<file path="config.mk">
export PLATFORM = sky130hd
export DESIGN_NAME = rs_syndrome_gen
export DESIGN_NICKNAME = d
export VERILOG_FILES = /design/src/rtl/rs_pkg.sv /design/src/rtl/rs_gf_cmul.sv /design/src/rtl/rs_syndrome_gen.sv
export SDC_FILE = /design/constraint.sdc
export NUM_CORES = 1
export LEC_CHECK = 0
export ABC_CLOCK_PERIOD_IN_PS = 4050
export BUFFER_PORTS_ARGS = -buffer_cell sky130_fd_sc_hd__buf_2
export CORE_AREA = 8 8 88 90
export CTS_CLUSTER_SIZE = 24
export DETAILED_ROUTE_END_ITERATION = 7
export DIE_AREA = 0 0 96 98
export GPL_ROUTABILITY_DRIVEN = 1
export PLACE_DENSITY = 0.61
export SYNTH_ARGS = -nofsm -noshare
export SYNTH_HDL_FRONTEND = slang
export SYNTH_SLANG_ARGS = --single-unit
</file>
<file path="constraint.sdc">
create_clock -name clock2 -period 4.05 [get_ports clock2]
set_input_delay 0 -clock clock2 [delete_from_list [all_inputs] [get_ports clock2]]
set_output_delay 0 -clock clock2 [all_outputs]
set_load 0.1 [all_outputs]
</file>
<file path="src/rtl/rs_pkg.sv">
// rtl/rs_pkg.sv - GF(2^5) symbol types and arithmetic helpers shared by the RS(31,k) decoder stages
package rs_pkg;

  localparam int SYM_W = 5;
  localparam int N     = 31;

  typedef logic [SYM_W-1:0] sym_t;
  typedef logic [4:0]       cnt_t;

  // Low bits of x^5+x^2+1; the x^5 term is implied by the shifted-out MSB.
  localparam sym_t GF_POLY  = 5'h05;
  localparam sym_t GF_ALPHA = 5'h02;

  typedef enum logic {
    IDLE  = 1'b0,
    ACCUM = 1'b1
  } state_t;

  function automatic sym_t gf_mul(sym_t a, sym_t b);
    sym_t p;
    sym_t t;
    p = '0;
    t = a;
    for (int i = 0; i < SYM_W; i++) begin
      if (b[i]) p = p ^ t;
      t = t[SYM_W-1] ? ((t << 1) ^ GF_POLY) : (t << 1);
    end
    return p;
  endfunction

  // Exponent is reduced mod N so negative powers give the field inverse.
  function automatic sym_t gf_alpha_pow(int e);
    sym_t r;
    int   m;
    r = 5'h01;
    m = ((e % N) + N) % N;
    for (int i = 0; i < N; i++) begin
      if (i < m) r = gf_mul(r, GF_ALPHA);
    end
    return r;
  endfunction

endpackage

</file>
<file path="src/rtl/rs_gf_cmul.sv">
// rtl/rs_gf_cmul.sv - constant multiplier y = x * alpha^EXP in GF(2^5)
// The constant folds at elaboration, leaving a pure XOR network.
module rs_gf_cmul
  import rs_pkg::*;
#(
  parameter int EXP = 1
) (
  input  logic [SYM_W-1:0] x_i,
  output logic [SYM_W-1:0] y_o
);

  localparam sym_t K = gf_alpha_pow(EXP);

  assign y_o = gf_mul(x_i, K);

endmodule

</file>
<file path="src/rtl/rs_syndrome_gen.sv">
// rtl/rs_syndrome_gen.sv - RS(31,k) syndrome generator with parallel Horner accumulators
// Symbols arrive highest-degree first; syndromes leave on a valid/ready register slice.
module rs_syndrome_gen
  import rs_pkg::*;
#(
  parameter int NSYN = 4,
  parameter int FCR  = 1
) (
  input  logic                  clock2,
  input  logic                  reset,
  input  logic                  in_valid,
  input  logic                  in_sop,
  input  logic [SYM_W-1:0]      in_sym,
  output logic                  in_ready,
  output logic                  syn_valid,
  input  logic                  syn_ready,
  output logic [NSYN*SYM_W-1:0] syn_out,
  output logic                  syn_zero,
  output logic                  err
);

  localparam cnt_t LAST_CNT = cnt_t'(N - 1);

  typedef logic [NSYN-1:0][SYM_W-1:0] syn_vec_t;

  state_t   state_q, state_d;
  cnt_t     cnt_q, cnt_d;
  syn_vec_t acc_q, acc_d;
  syn_vec_t syn_q, syn_d;
  syn_vec_t scaled, horner;
  logic     syn_valid_q, syn_valid_d;
  logic     syn_zero_q, syn_zero_d;
  logic     err_q, err_d;
  logic     accept, complete, frame_err, at_last, out_busy;

  for (genvar j = 0; j < NSYN; j++) begin : g_horner
    rs_gf_cmul #(.EXP(FCR + j)) u_cmul (
      .x_i (acc_q[j]),
      .y_o (scaled[j])
    );
    assign horner[j] = scaled[j] ^ in_sym;
  end

  // Only the completing symbol needs the output register, so only it is stalled.
  assign at_last  = (state_q == ACCUM) && (cnt_q == LAST_CNT);
  assign out_busy = syn_valid_q && !syn_ready;
  assign in_ready = !reset && !(out_busy && at_last);
  assign accept   = in_valid && in_ready;

  always_ff @(posedge clock2) begin
    if (reset) begin
      state_q     <= IDLE;
      cnt_q       <= '0;
      acc_q       <= '0;
      syn_q       <= '0;
      syn_valid_q <= 1'b0;
      syn_zero_q  <= 1'b0;
      err_q       <= 1'b0;
    end else begin
      state_q     <= state_d;
      cnt_q       <= cnt_d;
      acc_q       <= acc_d;
      syn_q       <= syn_d;
      syn_valid_q <= syn_valid_d;
      syn_zero_q  <= syn_zero_d;
      err_q       <= err_d;
    end
  end

  always_comb begin
    state_d   = state_q;
    cnt_d     = cnt_q;
    acc_d     = acc_q;
    complete  = 1'b0;
    frame_err = 1'b0;
    case (state_q)
      IDLE: begin
        if (accept) begin
          if (in_sop) begin
            acc_d   = {NSYN{in_sym}};
            cnt_d   = 5'd1;
            state_d = ACCUM;
          end else begin
            frame_err = 1'b1;
          end
        end
      end
      ACCUM: begin
        if (accept) begin
          if (in_sop) begin
            // Premature SOP: drop the partial word and restart on this symbol.
            frame_err = 1'b1;
            acc_d     = {NSYN{in_sym}};
            cnt_d     = 5'd1;
          end else begin
            acc_d = horner;
            cnt_d = cnt_q + 5'd1;
            if (at_last) begin
              complete = 1'b1;
              cnt_d    = '0;
              state_d  = IDLE;
            end
          end
        end
      end
      default: state_d = IDLE;
    endcase
  end

  always_comb begin
    syn_d       = syn_q;
    syn_valid_d = syn_valid_q;
    syn_zero_d  = syn_zero_q;
    err_d       = frame_err;
    if (complete) begin
      syn_d       = horner;
      syn_valid_d = 1'b1;
      syn_zero_d  = (horner == '0);
    end else if (syn_valid_q && syn_ready) begin
      syn_valid_d = 1'b0;
    end
  end

  assign syn_out   = syn_q;
  assign syn_valid = syn_valid_q;
  assign syn_zero  = syn_zero_q;
  assign err       = err_q;

endmodule

</file>
======== Word level (Yosys, flattened, before mapping) ========
Cells that the tools add are included.
operators by class
  $add $sub $neg .......................... 1
  multipliers ............................. 0
  divide/modulo/power cells ............... 0
  order comparisons ....................... 0
  equality and inequality tests ........... 4
  shifts and indexed selects .............. 0
  mux-type cells .......................... 36
  bitwise gates (word level) .............. 15
  reduce and logical (&&, ||, !) cells .... 12
operators by type and width
  kind                                                                      number
  20-bit 2-to-1 mux                                                         4
  20-bit one-hot mux with 2 select lines                                    1
  3-bit 2-to-1 mux                                                          10
  5-bit 2-to-1 mux                                                          5
  20-bit logical NOT                                                        1
  2-bit inverter                                                            10
  5-bit bitwise XOR                                                         4
  1-bit 2-to-1 mux                                                          13
  5-bit one-hot mux with 2 select lines                                     1
  1-bit logical AND                                                         6
  5-bit by 1-bit adder with 5-bit output (second input constant)            1
  5-bit == test (second input constant)                                     1
  2-bit inequality test (second input constant)                             2
  1-bit one-hot mux with 2 select lines                                     2
  1-bit logical NOT                                                         3
  3-bit AND reduction                                                       1
  2-bit by 1-bit inequality test with 1-bit output (second input constant)  1
  2-bit nonzero test                                                        1
  1-bit inverter                                                            1
word-level totals
  flip-flop bits (word level) ............. 49
  latch bits .............................. 0
  RAM bits ................................ 0
  ROM bits ................................ 0
  output and inout bits ................... 24
  logic and storage cells ................. 81
  memories kept ........................... 0

======== Logic depth before layout (Yosys ltp) ========
  depth after elaboration ................. 12
  depth in mapped cells ................... 9

======== Hierarchy ========
A second synthesis with hierarchy kept.
second synthesis, totals
  cells, all modules ...................... 307
  area, all modules ....................... 2,695.1 sq um
modules (own cells, without submodules)
  module                            instances  cells each  area each (sq um)  sequential area each (sq um)
  rs_syndrome_gen                   1          287         2,517.4            980.9
  rs_gf_cmul at g_horner[3].u_cmul  1          5           57.6               0.0
  rs_gf_cmul at g_horner[2].u_cmul  1          5           41.3               0.0
  rs_gf_cmul at g_horner[1].u_cmul  1          5           40.0               0.0
  rs_gf_cmul at g_horner[0].u_cmul  1          5           38.8               0.0

======== Worst setup path after synthesis ========
No wires, ideal clock.
  path type ............................... reg2out
  start ................................... reg cnt_q[0]
  end ..................................... out in_ready
  data arrival time ....................... 2.268 ns
  data required time ...................... 4.050 ns
  slack ................................... 1.782 ns
  cell stages (with the launch flop) ...... 7
  path buffers ............................ 0
  path through ............................ dfxtp_1 > inv_1 > ha_1 > and3_2 > nand2_2 > nor2_1 > nor2_1
on the way
  longest elaborated chain between the ends .. 5
RTL lines
  item                      line                   RTL
  start: declaration        rs_syndrome_gen.sv:27  cnt_t cnt_q, cnt_d;
  start signal: assignment  rs_syndrome_gen.sv:61  cnt_q <= cnt_d;
  5-bit == test             rs_syndrome_gen.sv:45  assign at_last = (state_q == ACCUM) && (cnt_q == LAST_CNT);
  1-bit logical AND         rs_syndrome_gen.sv:45
  1-bit logical AND         rs_syndrome_gen.sv:47  assign in_ready = !reset && !(out_busy && at_last);
  1-bit logical NOT         rs_syndrome_gen.sv:47
  1-bit logical AND         rs_syndrome_gen.sv:47
  end: declaration          rs_syndrome_gen.sv:14  output logic in_ready,
No other way between the ends.

======== Worst setup path after layout ========
  start ................................... reg state_q
  end ..................................... reg acc_q[14] (netlist bit)
on the way
  longest elaborated chain between the ends .. 7
  elaborated cells between the ends (all ways) .. 11
RTL lines
  item                                                                                                        line                   RTL
  start: declaration                                                                                          rs_syndrome_gen.sv:26  state_t state_q, state_d;
  start signal: assignment                                                                                    rs_syndrome_gen.sv:60  state_q <= state_d;
  1-bit logical AND                                                                                           rs_syndrome_gen.sv:45
  1-bit logical AND                                                                                           rs_syndrome_gen.sv:47
  1-bit logical NOT                                                                                           rs_syndrome_gen.sv:47
  1-bit logical AND                                                                                           rs_syndrome_gen.sv:47
  1-bit logical AND                                                                                           rs_syndrome_gen.sv:48  assign accept = in_valid && in_ready;
  2-bit inequality test (no line) / 2-bit by 1-bit inequality test with 1-bit output (equally long branches)  -
  3-bit AND reduction (no line)                                                                               -
  end signal: assignment                                                                                      rs_syndrome_gen.sv:54  acc_q <= '0;
  end signal: assignment                                                                                      rs_syndrome_gen.sv:62  acc_q <= acc_d;
  end: declaration                                                                                            rs_syndrome_gen.sv:28  syn_vec_t acc_q, acc_d;
Several ways; a longest one is shown, not always the timed one.
A chain may end at the register's enable or synchronous reset.

==> flow_summary_export.csv <==
group,metric,value,unit
outcome,status,"completed",
drt,routed_wire_length_per_instance,14.2,µm
worst_setup_path,critical_path.cell_chain,"nor2b_1 > nand2b_1 > o41ai_1 > nand2_1 > a31oi_1",
power,maximum_ir_drop_on_the_vdd_rail,0.150,mV
hold_path,hold_class,"primary input to flop",
placement,globalplace.congestion,0.779,
cells_and_area,finish.cell_count_without_fillers,420,
die,core_area,0.00649,mm²
power,cellPowerDensity,341,mW/mm²
yosys,post-synth-top-area-cell,"sky130_fd_sc_hd__dfxtp_1",
cells_and_area,syn_to_final_growth,9.18,%
grt,grt_start_max_net_pins,45,
cells_and_area,fin_nets,351,
yosys,synth.area.top_cells,"sky130_fd_sc_hd__dfxtp_1, sky130_fd_sc_hd__a211oi_2, sky130_fd_sc_hd__xnor2_1",
timing,tns,0,ns
clock_tree,cts.sinks,49,
clock_tree,numCtsBuffers,5,
timing,grt_setup_unrepaired,"no",
yosys,postSynthRegisterBits,49,
cells_and_area,layout_cell_share_with_drive_strength_beyond_1,0.221,
worst_setup_path,cp-start-kind,"flop",
cells_and_area,finalCoreUtilization,0.465,
drt,routedLengthMet1,2910,µm
cells_and_area,most-common-layout-cells,"sky130_fd_sc_hd__dfxtp_1, sky130_fd_sc_hd__nand2_1, sky130_fd_sc_hd__nor2_1, sky130_fd_sc_hd__buf_2, sky130_fd_sc_hd__xnor2_1",
die,chipWidth,96,µm
worst_setup_path,critPathMaxFanout,17,
worst_setup_path,crit_type,"flop to flop",
yosys,syn-num-nets,333,
drt,viasPerCell,5.23,
timing,whs,0.0296,ns
drt,dr.pass1.iters,4,
drt,first_iter_violations,135,
clock_tree,clock_pin_transition_on_the_worst_setup_and_hold_timing_paths,0.09,ns
yosys,syn_inst,321,
clock_tree,clkLatencyLatePin,0.31,ns
die,io_pins,34,
cells_and_area,diodes,0,
timing,finalHoldViolations,0,
drt,detail-route-antenna-nets,0,
yosys,ys_dominant_reg_cell,"sky130_fd_sc_hd__dfxtp_1",
worst_setup_path,required,4.29,ns
timing,timing.max_slew.rel_slack,0.220,
grt,aggregate_global_routing_overflow,0,
clock_tree,ctsLongestPathBuffers,2,
yosys,synth_sequential_area_ratio,0.355,
yosys,syn_avg_cell_area,8.62,µm²
worst_setup_path,critical_path.endpoint_type,"flop",
yosys,syn_area,0.00277,mm²
timing,final.period_utilization,0.556,
timing,max_freq,444,MHz
drt,postRouteWirelength,5950,µm
cells_and_area,layout.cells.most_common,"sky130_fd_sc_hd__dfxtp_1",
timing,fin_skew,0.00521,ns
worst_setup_path,crit_arrival,2.49,ns
cells_and_area,layout_fillers,657,
drt,met2RoutedLength,2690,µm
drt,topRoutingLayerUsed,"met4",
yosys,asyncSetResetFlopFracSynth,0,
timing,final_period_demand_of_the_worst_path,2.25,ns
timing,timing_max_transition_violations_final,0,
yosys,yosys_warnings,0,
drt,detail_route_met3_wl,264,µm
grt,grtUsageTotal,0.130,
grt,grt_pass1_wl,10100,µm
clock_tree,cts_setup_buffers,0,
die,die_area,0.00941,mm²
drt,drc,0,
clock_tree,clock_tree_from_tritoncts,"yes",
yosys,synth_top_cell_area_share,0.355,
drt,via_count,2196,
placement,detailed_place.area,0.00289,mm²
grt,grt_pass1_vias,2051,
grt,grt_antenna_before_repair,0,
run,max-cap-violations,0,
power,static-leakage-power,1.04,nW
die,die_y,98,µm
yosys,post_synth_cell_types,54,
clock_tree,ctsRootBufferMaster,"sky130_fd_sc_hd__clkbuf_8",
die,num_rows,30,
clock_tree,ctsHtreeMaxLevel,2,
yosys,number_of_enable_type_register_cells_in_the_synthesized_netlist,0,
cells_and_area,finalInstanceArea,0.00302,mm²
worst_setup_path,critical-path-max-stage-delay,0.96,ns
placement,dp.cells,411,
worst_setup_path,timing.critical_path.slowest_stage_cell,"sky130_fd_sc_hd__nor2b_1",
timing,timing_worst_slew_pin_value,1.17,ns
timing,timing.final.setup_violations,0,
placement,port-buffer-count,33,
die,start_util,0.426,
placement,place_hpwl,4210,µm
where the power goes:
part | total [mW] | leakage, nW | switching [mW] | internal (mW)
sequential | 0.513 | 0.398 | 0.0186 | 0.494
clock | 0.368 | 0.0585 | 0.166 | 0.202
combinational | 0.149 | 0.579 | 0.0900 | 0.0586
total | 1.03 | 1.04 | 0.275 | 0.755
cell type report:
type	instances	area, µm²	area share
Timing Repair Buffer	36	190	0.0630
Multi-Input combinational cell	246	1630	0.539
Sequential cell	49	981	0.325
Clock buffer	7	86.3	0.0286
Clock inverter	1	30.0	0.00994
Tap cell	80	100	0.0331
Inverter	1	3.75	0.00124
final timing paths:
| path | cells after the start | slack [ns] | to | startpoint |
|---|---|---|---|---|
| setup / recovery | 5 | 1.80 | acc_q[14] | state_q |
| hold / removal | 3 | 0.03 | state_q | in_sop |
| setup reg to reg | 5 | 1.80 | acc_q[14] | state_q |
| hold reg to reg | 2 | 0.45 | syn_out[12] | syn_out[12] |
metal layers:
| layer | GRT usage | vias to the layer above |
|---|---|---|
| met1 | 0.172 | 1017 |
| met4 | 0.0426 | 0 |
| met2 | 0.203 | 32 |
| met3 | 0.0269 | 6 |
| met5 | 0 | - |
| li1 | - | 1141 |
flip-flops by register name (all words and copies together), names as in the netlist:
register	flops
syn_valid	1
cnt_q	5
state_q	1
syn_zero	1
syn_out	20
err	1
acc_q	20
cell families after synthesis:
kind of cell               Yosys count  synth area share
AOI/OAI and AO/OA                   72             0.213
xor gates and xnor gates            43             0.139
muxes                                3            0.0113
DFF                                 49             0.355
buffers and inverters               26            0.0565
and+or+nand+nor                    126             0.217
adders and majority gates            2           0.00904
Yosys cell counts, types with 2 or more instances:
cell	count
sky130_fd_sc_hd__a211oi_2	18
sky130_fd_sc_hd__buf_6	6
sky130_fd_sc_hd__buf_2	8
sky130_fd_sc_hd__and2_1	2
sky130_fd_sc_hd__xnor2_1	24
sky130_fd_sc_hd__nor2b_1	4
sky130_fd_sc_hd__buf_1	5
sky130_fd_sc_hd__nand2_1	46
sky130_fd_sc_hd__nand4_1	2
sky130_fd_sc_hd__nor3b_1	2
sky130_fd_sc_hd__a31oi_1	4
sky130_fd_sc_hd__mux2i_1	2
sky130_fd_sc_hd__nand3b_1	3
sky130_fd_sc_hd__or2_2	3
sky130_fd_sc_hd__nor2_1	38
sky130_fd_sc_hd__clkbuf_1	5
sky130_fd_sc_hd__nand2b_1	3
sky130_fd_sc_hd__or3_1	2
sky130_fd_sc_hd__a211oi_1	9
sky130_fd_sc_hd__xor2_1	18
sky130_fd_sc_hd__ha_1	2
sky130_fd_sc_hd__nand3_1	7
sky130_fd_sc_hd__o21ai_0	10
sky130_fd_sc_hd__dfxtp_1	49
sky130_fd_sc_hd__a21oi_1	20
critical path: cells and delay by family, from the launching register on:
kind,cells,cell delay (ns)
flops,1,0.53
simple gates,3,1.22
compound gates,2,0.44
what timing repair did:
| item | CTS | global route |
|---|---|---|
| hold buffers | 1 | 0 |
| endpoints found under the hold margin | 3 | 0 |
| gates resized for setup | 0 | 0 |
per-stage QoR:
| step | power, mW | worst slack [ns] |
|---|---|---|
| detailed placement | 0.673 | 1.80 |
| global placement | 0.670 | 1.92 |
| global route | 1.07 | 1.53 |
| CTS | 1.04 | 1.79 |
| finish | 1.03 | 1.80 |
| floorplan | 0.646 | 1.78 |
No activity file was read; power rests on OpenSTA's default activity.
